==> src/rtl/mult_karatsuba_pipe.sv <==
// Fully pipelined single-level Karatsuba multiplier with valid/tag sideband.
// Define KARATSUBA_SIGNED_EN to add the sgn port and the two's complement operand mode.
module mult_karatsuba_pipe #(
  parameter int WID    = 44,
  parameter int SUBLAT = 6,
  parameter int TAGW   = 4
) (
  input  logic              clk,
  input  logic              rst,
  input  logic              ce,
  input  logic              ld,
  input  logic [WID-1:0]    a,
  input  logic [WID-1:0]    b,
  input  logic [TAGW-1:0]   tag_i,
`ifdef KARATSUBA_SIGNED_EN
  input  logic              sgn,
`endif
  output logic [2*WID-1:0]  o,
  output logic              vo,
  output logic [TAGW-1:0]   tag_o
);

  localparam int H = WID / 2;
`ifdef KARATSUBA_SIGNED_EN
  localparam int LAT = SUBLAT + 7;
`else
  localparam int LAT = SUBLAT + 5;
`endif

  function automatic logic [H-1:0] mag_h(input logic [H:0] d);
    mag_h = d[H] ? (~d[H-1:0] + {{(H-1){1'b0}}, 1'b1}) : d[H-1:0];
  endfunction

  logic [WID-1:0]    core_a_s;
  logic [WID-1:0]    core_b_s;
  logic [H-1:0]      x1_s, x0_s, y1_s, y0_s;
  logic [H:0]        da_r, db_r;
  logic [H-1:0]      ma_r, mb_r;
  logic [SUBLAT:0]   s_r;
  logic [WID-1:0]    p3_r [SUBLAT];
  logic [WID-1:0]    z2_r [SUBLAT+2];
  logic [WID-1:0]    z0_r [SUBLAT+2];
  logic [WID:0]      p3_neg_s;
  logic [WID:0]      p4_r;
  logic [WID:0]      z1_r;
  logic [WID-1:0]    z2p_r, z0p_r, z2q_r, z0q_r;
  logic [2*WID-1:0]  core_sum_s;
  logic [2*WID-1:0]  final_s;
  logic [LAT-2:0]    v_r;
  logic [TAGW-1:0]   tag_r [LAT-1];

`ifdef KARATSUBA_SIGNED_EN
  function automatic logic [WID-1:0] mag_w(input logic [WID-1:0] v, input logic en);
    mag_w = (en && v[WID-1]) ? (~v + {{(WID-1){1'b0}}, 1'b1}) : v;
  endfunction

  logic [WID-1:0]    abs_a_r, abs_b_r;
  logic              nsg_in_s;
  logic [LAT-2:0]    nsg_r;
  logic [2*WID-1:0]  prod_r;

  assign nsg_in_s = sgn & (a[WID-1] ^ b[WID-1]);

  // Operand magnitude stage; -2^(WID-1) maps to 2^(WID-1) in the unsigned field
  always_ff @(posedge clk) begin
    if (ce) begin
      abs_a_r <= mag_w(a, sgn);
      abs_b_r <= mag_w(b, sgn);
    end
  end

  // Sign of the final product, carried alongside the valid bits
  always_ff @(posedge clk) begin
    if (rst) begin
      nsg_r <= {(LAT-1){1'b0}};
    end else if (ce) begin
      nsg_r <= {nsg_r[LAT-3:0], nsg_in_s};
    end
  end

  // Unsigned product register ahead of the sign-restore stage
  always_ff @(posedge clk) begin
    if (ce) begin
      prod_r <= core_sum_s;
    end
  end

  // Sign restore of the unsigned product
  always_comb begin
    final_s = prod_r;
    if (nsg_r[LAT-2]) begin
      final_s = {(2*WID){1'b0}} - prod_r;
    end else begin
      final_s = prod_r;
    end
  end

  assign core_a_s = abs_a_r;
  assign core_b_s = abs_b_r;
`else
  assign core_a_s = a;
  assign core_b_s = b;
  assign final_s  = core_sum_s;
`endif

  assign x1_s = core_a_s[WID-1:H];
  assign x0_s = core_a_s[H-1:0];
  assign y1_s = core_b_s[WID-1:H];
  assign y0_s = core_b_s[H-1:0];

  assign p3_neg_s   = {(WID+1){1'b0}} - {1'b0, p3_r[SUBLAT-1]};
  assign core_sum_s = {z2q_r, z0q_r} + ({{(WID-1){1'b0}}, z1_r} << H);

  // Karatsuba datapath: differences, magnitudes, three sub-products, cross-term recombination
  always_ff @(posedge clk) begin
    if (ce) begin
      da_r    <= {1'b0, x0_s} - {1'b0, x1_s};
      db_r    <= {1'b0, y1_s} - {1'b0, y0_s};
      ma_r    <= mag_h(da_r);
      mb_r    <= mag_h(db_r);
      s_r     <= {s_r[SUBLAT-1:0], da_r[H] ^ db_r[H]};
      p3_r[0] <= {{H{1'b0}}, ma_r} * {{H{1'b0}}, mb_r};
      z2_r[0] <= {{H{1'b0}}, x1_s} * {{H{1'b0}}, y1_s};
      z0_r[0] <= {{H{1'b0}}, x0_s} * {{H{1'b0}}, y0_s};
      for (int k = 1; k < SUBLAT; k++) begin
        p3_r[k] <= p3_r[k-1];
      end
      // z2/z0 run two stages longer so they meet p3 at the same edge
      for (int k = 1; k < SUBLAT + 2; k++) begin
        z2_r[k] <= z2_r[k-1];
        z0_r[k] <= z0_r[k-1];
      end
      if (s_r[SUBLAT]) begin
        p4_r <= p3_neg_s;
      end else begin
        p4_r <= {1'b0, p3_r[SUBLAT-1]};
      end
      z2p_r <= z2_r[SUBLAT+1];
      z0p_r <= z0_r[SUBLAT+1];
      z1_r  <= p4_r + {1'b0, z2p_r} + {1'b0, z0p_r};
      z2q_r <= z2p_r;
      z0q_r <= z0p_r;
    end
  end

  // Valid and tag shift register; reset discards everything in flight
  always_ff @(posedge clk) begin
    if (rst) begin
      v_r <= {(LAT-1){1'b0}};
      for (int k = 0; k < LAT - 1; k++) begin
        tag_r[k] <= {TAGW{1'b0}};
      end
    end else if (ce) begin
      v_r      <= {v_r[LAT-3:0], ld};
      tag_r[0] <= tag_i;
      for (int k = 1; k < LAT - 1; k++) begin
        tag_r[k] <= tag_r[k-1];
      end
    end
  end

  // Output register; o/tag_o only move when a valid result arrives
  always_ff @(posedge clk) begin
    if (rst) begin
      o     <= {(2*WID){1'b0}};
      vo    <= 1'b0;
      tag_o <= {TAGW{1'b0}};
    end else if (ce) begin
      vo <= v_r[LAT-2];
      if (v_r[LAT-2]) begin
        o     <= final_s;
        tag_o <= tag_r[LAT-2];
      end
    end
  end

endmodule
==> config.mk <==
export PLATFORM = sky130hd
export DESIGN_NAME = mult_karatsuba_pipe
export DESIGN_NICKNAME = d
export VERILOG_FILES = /design/src/rtl/mult_karatsuba_pipe.sv
export SDC_FILE = /design/constraint.sdc
export NUM_CORES = 2
export LEC_CHECK = 0
export CAP_MARGIN = 20
export CORE_MARGIN = 5
export CORE_UTILIZATION = 47
export CTS_CLUSTER_SIZE = 12
export DETAILED_ROUTE_END_ITERATION = 6
export PLACE_DENSITY_LB_ADDON = 0.12
export SYNTH_ARGS = -nofsm -noshare
export SYNTH_HDL_FRONTEND = slang
export SYNTH_SLANG_ARGS = --single-unit
export TNS_END_PERCENT = 30
==> constraint.sdc <==
create_clock -name clk -period 10.3 [get_ports clk]
set_input_delay 1.03 -clock clk [delete_from_list [all_inputs] [get_ports clk]]
set_output_delay 1.03 -clock clk [all_outputs]
set_load 0.01 [all_outputs]
Yosys cells after proc, flatten, opt, wreduce, memory -nomap -nowiden:

Memory sizes are Yosys's and may differ from the RTL's. A register that Yosys moved wholly into a read port is not among the register bits.
Cells that the tools add are included.

* add/sub/neg operators: 8
* multipliers: 3
* div/mod/pow operators: 0
* $lt $le $gt $ge: 0
* equal/unequal tests: 0
* shift-type cells: 0
* muxes and demuxes: 19
* bitwise logic cells: 13
* reductions and logical operators: 1

Operators with widths (number)
* $mul 22x22->44: 3
* $add 45x44->45: 2
* $add 88x67->88: 1
* $sub 22x22->23: 2
* $sub 1x44->45 const A: 1
* $add 22x1->22 const B: 2
* $mux 22: 2
* $mux 44: 1
* $not 22->22: 2
* $mux 4: 10
* $or 1x1->1: 10
* $mux 1: 6
* $reduce_and 2->1: 1
* $xor 1x1->1: 1

* register bits after elaboration: 374
* bits in latches: 0
* memory bits (writable): 1008
* bits in read-only memories: 0
* input port bits: 96
* output and inout bits: 93
* logic and storage cells: 61
* memories: 4

Memories
* z0_r: depth 8, width 44, rd ports 8, clocked after memory_dff 1, write ports 8, line 42 `logic [WID-1:0] z0_r [SUBLAT+2];`
* z2_r: depth 8, width 44, rd ports 8, clocked after memory_dff 1, write ports 8, line 41 `logic [WID-1:0] z2_r [SUBLAT+2];`
* p3_r: depth 6, width 44, rd ports 6, clocked after memory_dff 0, write ports 6, line 40 `logic [WID-1:0] p3_r [SUBLAT];`
* tag_r: depth 10, width 4, rd ports 10, clocked after memory_dff 1, write ports 10, line 50 `logic [TAGW-1:0] tag_r [LAT-1];`

Longest topological paths before layout:

* depth after elaboration: 4
* gate-level depth with buffers: 29
* depth with buffers taken out: 27

Least setup slack after synthesis:

No wires, ideal clock.

* path kind: input -> register
* start point: input a[13]
* end point: memory z0_r[0][43] (data pin)
* setup time: 0.263 ns
* data arrival time: 7.346 ns
* required time: 10.037 ns
* slack: 2.691 ns
* stages: 24
* cell sequence: clkbuf_1 > nand2_1 > fa_1 > fa_1 > fa_1 > inv_1 > fa_1 > inv_1 > fa_1 > inv_1 > fa_1 > inv_1 > fa_1 > inv_1 > ha_1 > a2111o_1 > o221ai_1 > o211ai_1 > a21oi_1 > nand2_1 > a221oi_1 > o21ai_0 > a211oi_1 > a21oi_1

RTL lines
* start: declaration: line 12 `input logic [WID-1:0] a,`
* end: declaration: line 42

==> results.py <==
metrics = {
    "status": {
        "status": "completed",
    },
    "drt": {
        "drcViolationCount": 0,
        "num_vias": 59030,
        "drt-pass1-iter-count": 5,
        "wl_um": 234700,
        "ant_nets": 0,
        "wl_per_cell_um": 20.57,
        "dr.first_iter.drc_count": 3461,
        "viasPerCell": 5.175,
    },
    "synthesis": {
        "yosys_warnings": 0,
        "syn_nets": 10300,
        "syn-cell-area_um2": 101200,
        "synth-seq-cells": 1474,
        "ys_seq_area_share_pct": 42.71,
        "syn_area_per_cell_um2": 12.13,
        "synthFlopType": "edfxtp_1",
        "synthCells": 8348,
        "synth-edff-count": 1371,
        "async_flop_share_pct": 0,
        "synth.distinct_cells": 71,
    },
    "global_route": {
        "grt_antenna_before_repair": 9,
        "grt_first_pass_wirelength_um": 372200,
        "grt_util_met1_pct": 29.60,
        "grt_pass1_vias": 63520,
        "grt_start_max_net_pins": 201,
        "grtUsageMet2_pct": 35.32,
        "grt_overflow": 0,
        "met3_usage_pct": 2.973,
        "grt-busiest-layer": "met2",
        "grt_usage_pct": 21.52,
    },
    "min_path": {
        "holdCritStartpoint": "z0_r[0][2]",
        "hold_class": "register to register",
        "hold_path_depth": 0,
        "worstHoldEndpoint": "z0_r[1][2]",
    },
    "clock_tree": {
        "clkTransAtPathRegs_ns": 0.06,
        "postCtsSetupBuffers": 0,
        "root_buffer": "clkbuf_16",
        "hold_buffers": 0,
        "cts.sinks": 1474,
        "numCtsBuffers": 156,
        "cts_max_level": 4,
        "cts.path.max_buffers": 3,
        "cts_resized": 0,
        "cts_tree": "built",
        "clock_latency_ns": 0.83,
    },
    "worst_setup_path": {
        "arrival_ns": 9.40,
        "cpMaxStageDelayCell": "edfxtp_1",
        "rr_startpoint": "ma_r[10]",
        "crit_fanout": 22,
        "rr_endpoint": "p3_r[0][36]",
        "worst-setup-path-type": "register to register",
        "slowest_delay_ns": 1.02,
        "rr_worst_depth": 23,
        "crit_path_frequent_cell": "fa_1",
        "ff2ff_setup_slack_ns": 1.41,
        "cp-start-kind": "register",
        "cp_top_family": "adder cells",
        "path_cells": "and2_1 > fa_1 > fa_1 > inv_1 > fa_1 > inv_1 > fa_1 > inv_1 > fa_1 > inv_1 > fa_1 > fa_1 > ha_1 > and3_1 > a2111oi_0 > a21oi_1 > a2111oi_0 > o31ai_1 > a221oi_1 > buf_4 > o21ai_0 > nand4_1 > o311ai_1",
        "required_ns": 10.81,
        "path_buf_inv": 5,
        "cp-end-kind": "register",
    },
    "die": {
        "die_area_um2": 224800,
        "die_y_um": 474.1,
        "io_pins": 189,
        "initial_core_util_pct": 47.21,
        "core_area_um2": 214400,
        "placementRows": 170,
        "die_w_um": 474.1,
    },
    "place": {
        "hpwl_um": 179900,
        "numPortBuffers": 188,
        "globalplace.congestion": 0.9171,
    },
    "sta": {
        "finalHoldViolations": 0,
        "rsz0062_at_grt": "no",
        "tightest_slew_ns": 1.174,
        "drv_slew": 0,
        "max_freq_ghz": 0.1125,
        "fin_skew_ns": 0.07809,
        "period_minus_slack_ns": 8.891,
        "min_period_over_period_pct": 86.32,
        "setup_viol_count_final": 0,
        "relSlewSlack_pct": 21.51,
        "setup_tns_ns": 0,
    },
    "cells_and_area": {
        "area_growth_pct": 9.814,
        "nNetsFinal": 10420,
        "drive_above_1_share_pct": 4.132,
    },
    "run": {
        "maxCapViolations": 0,
    },
}
## flip-flops by register name, summed over array words and instances (netlist names)
| name | cells |
|---|---|
| da_r | 23 |
| db_r | 23 |
| ma_r | 22 |
| mb_r | 22 |
| o | 88 |
| p3_r | 264 |
| p4_r | 45 |
| s_r | 7 |
| tag_o | 4 |
| tag_r | 40 |
| v_r | 10 |
| vo | 1 |
| z0_r | 352 |
| z0p_r | 44 |
| z0q_r | 44 |
| z1_r | 45 |
| z2_r | 352 |
| z2p_r | 44 |
| z2q_r | 44 |
## worst max-delay path by stage
stage               startpoint     endpoint  slack [ns]  cells past startpoint
floorplan                a[13]  z0_r[0][43]        2.69                     24
global placement          b[8]  z0_r[0][43]        1.24                     23
detailed placement       a[11]  z0_r[0][43]        1.20                     26
CTS                   ma_r[10]  p3_r[0][42]        1.50                     23
global route          ma_r[10]  p3_r[0][42]        1.10                     23
finish                ma_r[10]  p3_r[0][36]        1.41                     23
## layout by cell type, fill, tap and decap left out, types with 27 or more instances in the layout
| master | n |
|---|---|
| edfxtp_1 | 1371 |
| inv_1 | 1288 |
| fa_1 | 1239 |
| nand2_1 | 986 |
| and2_1 | 742 |
| ha_1 | 612 |
| a21oi_1 | 248 |
| xnor2_1 | 240 |
| clkdlybuf4s50_1 | 186 |
| nor2_1 | 177 |
| clkbuf_16 | 157 |
| a21o_1 | 156 |
| o21ai_0 | 153 |
| buf_4 | 109 |
| dfxtp_1 | 103 |
| xor2_1 | 95 |
| clkbuf_1 | 44 |
| nand3_1 | 43 |
| o31ai_1 | 38 |
| nor3_1 | 37 |
| nand2b_1 | 37 |
| nor2b_1 | 36 |
| a211oi_1 | 33 |
| o21a_1 | 31 |
| and3_1 | 27 |
| a31oi_1 | 27 |
## Yosys cell counts (all sizes together), types with 5 or more instances
library cell | instances | area, um^2
buf | 13 | 50.04
nor3b | 7 | 52.55
a21boi | 10 | 75.07
nor4 | 9 | 56.30
ha | 612 | 7657
a211oi | 33 | 247.7
nor2 | 179 | 671.9
nand2 | 987 | 3705
o21bai | 26 | 195.2
inv | 1288 | 4835
xor2 | 95 | 832.1
o41ai | 13 | 132.6
nand2b | 37 | 231.5
o21a | 31 | 232.7
o21ai | 153 | 765.7
nor3 | 37 | 185.2
a21oi | 248 | 1241
o211ai | 15 | 112.6
a2111oi | 7 | 61.31
a21o | 156 | 1171
and3 | 27 | 168.9
and4 | 14 | 122.6
dfxtp | 103 | 2062
a31o | 9 | 78.83
a41oi | 5 | 43.79
xnor2 | 240 | 2102
edfxtp | 1371 | 41170
and2 | 743 | 4648
or3 | 24 | 165.2
a221oi | 11 | 96.34
or4 | 14 | 120.1
a22o | 24 | 210.2
nor2b | 36 | 225.2
nand4 | 26 | 162.7
fa | 1239 | 24800
a31oi | 27 | 168.9
mux2i | 10 | 100.1
or2 | 9 | 56.30
o31ai | 40 | 310.3
clkbuf | 328 | 1231
nand3 | 43 | 215.2
## worst reg2reg max path, stage by stage (launching register included)
cell and delay (ns):
edfxtp_1 1.02, and2_1 0.27, fa_1 0.42, fa_1 0.51, inv_1 0.05, fa_1 0.47
inv_1 0.06, fa_1 0.49, inv_1 0.06, fa_1 0.54, inv_1 0.05, fa_1 0.49
fa_1 0.42, ha_1 0.33, and3_1 0.19, a2111oi_0 0.74, a21oi_1 0.35, a2111oi_0 0.74
o31ai_1 0.26, a221oi_1 0.35, buf_4 0.22, o21ai_0 0.25, nand4_1 0.19, o311ai_1 0.10
## routing by layer
layer / wire (um) / share of wire, %
met1: 105400 / 45
met2: 110700 / 47
met3: 9919 / 4.2
met4: 8674 / 3.7
met5: 0 / 0
## cell type report
class	instances	area (um^2)
flip-flops and latches	1474	43230
clock inverters	51	658.1
clock buffers	205	4149
multi-input cells	5245	51890
fillers	18730	103200
inverters	1288	4835
well taps	2838	3551
diodes	3	7.507
repair buffers	304	2841
## metrics by stage
stage	worst slack [ns]	cell area (um^2)	hold slack, ns	util (%)	std cells
floorplan	2.691	101200	0.4003	-	8348
global placement	1.236	106300	0.4003	49.56	11140
detailed placement	1.195	106300	0.4045	49.57	11150
CTS	1.499	111100	0.3654	51.81	11400
global route	1.104	111200	0.3671	51.84	11410
finish	1.409	111200	0.3620	51.85	11410
## cell families after synthesis
kind of cell,synth area share (%)
xor+xnor,2.899
simple gates,10.72
fa+ha+maj,32.07
compound gates,5.460
buf+inv,6.042
mux,0.09889
flops,42.71
Power is left out: the tool's default activity adds up to more than one toggle a clock period on the data nets, which glitch-free logic cannot reach.
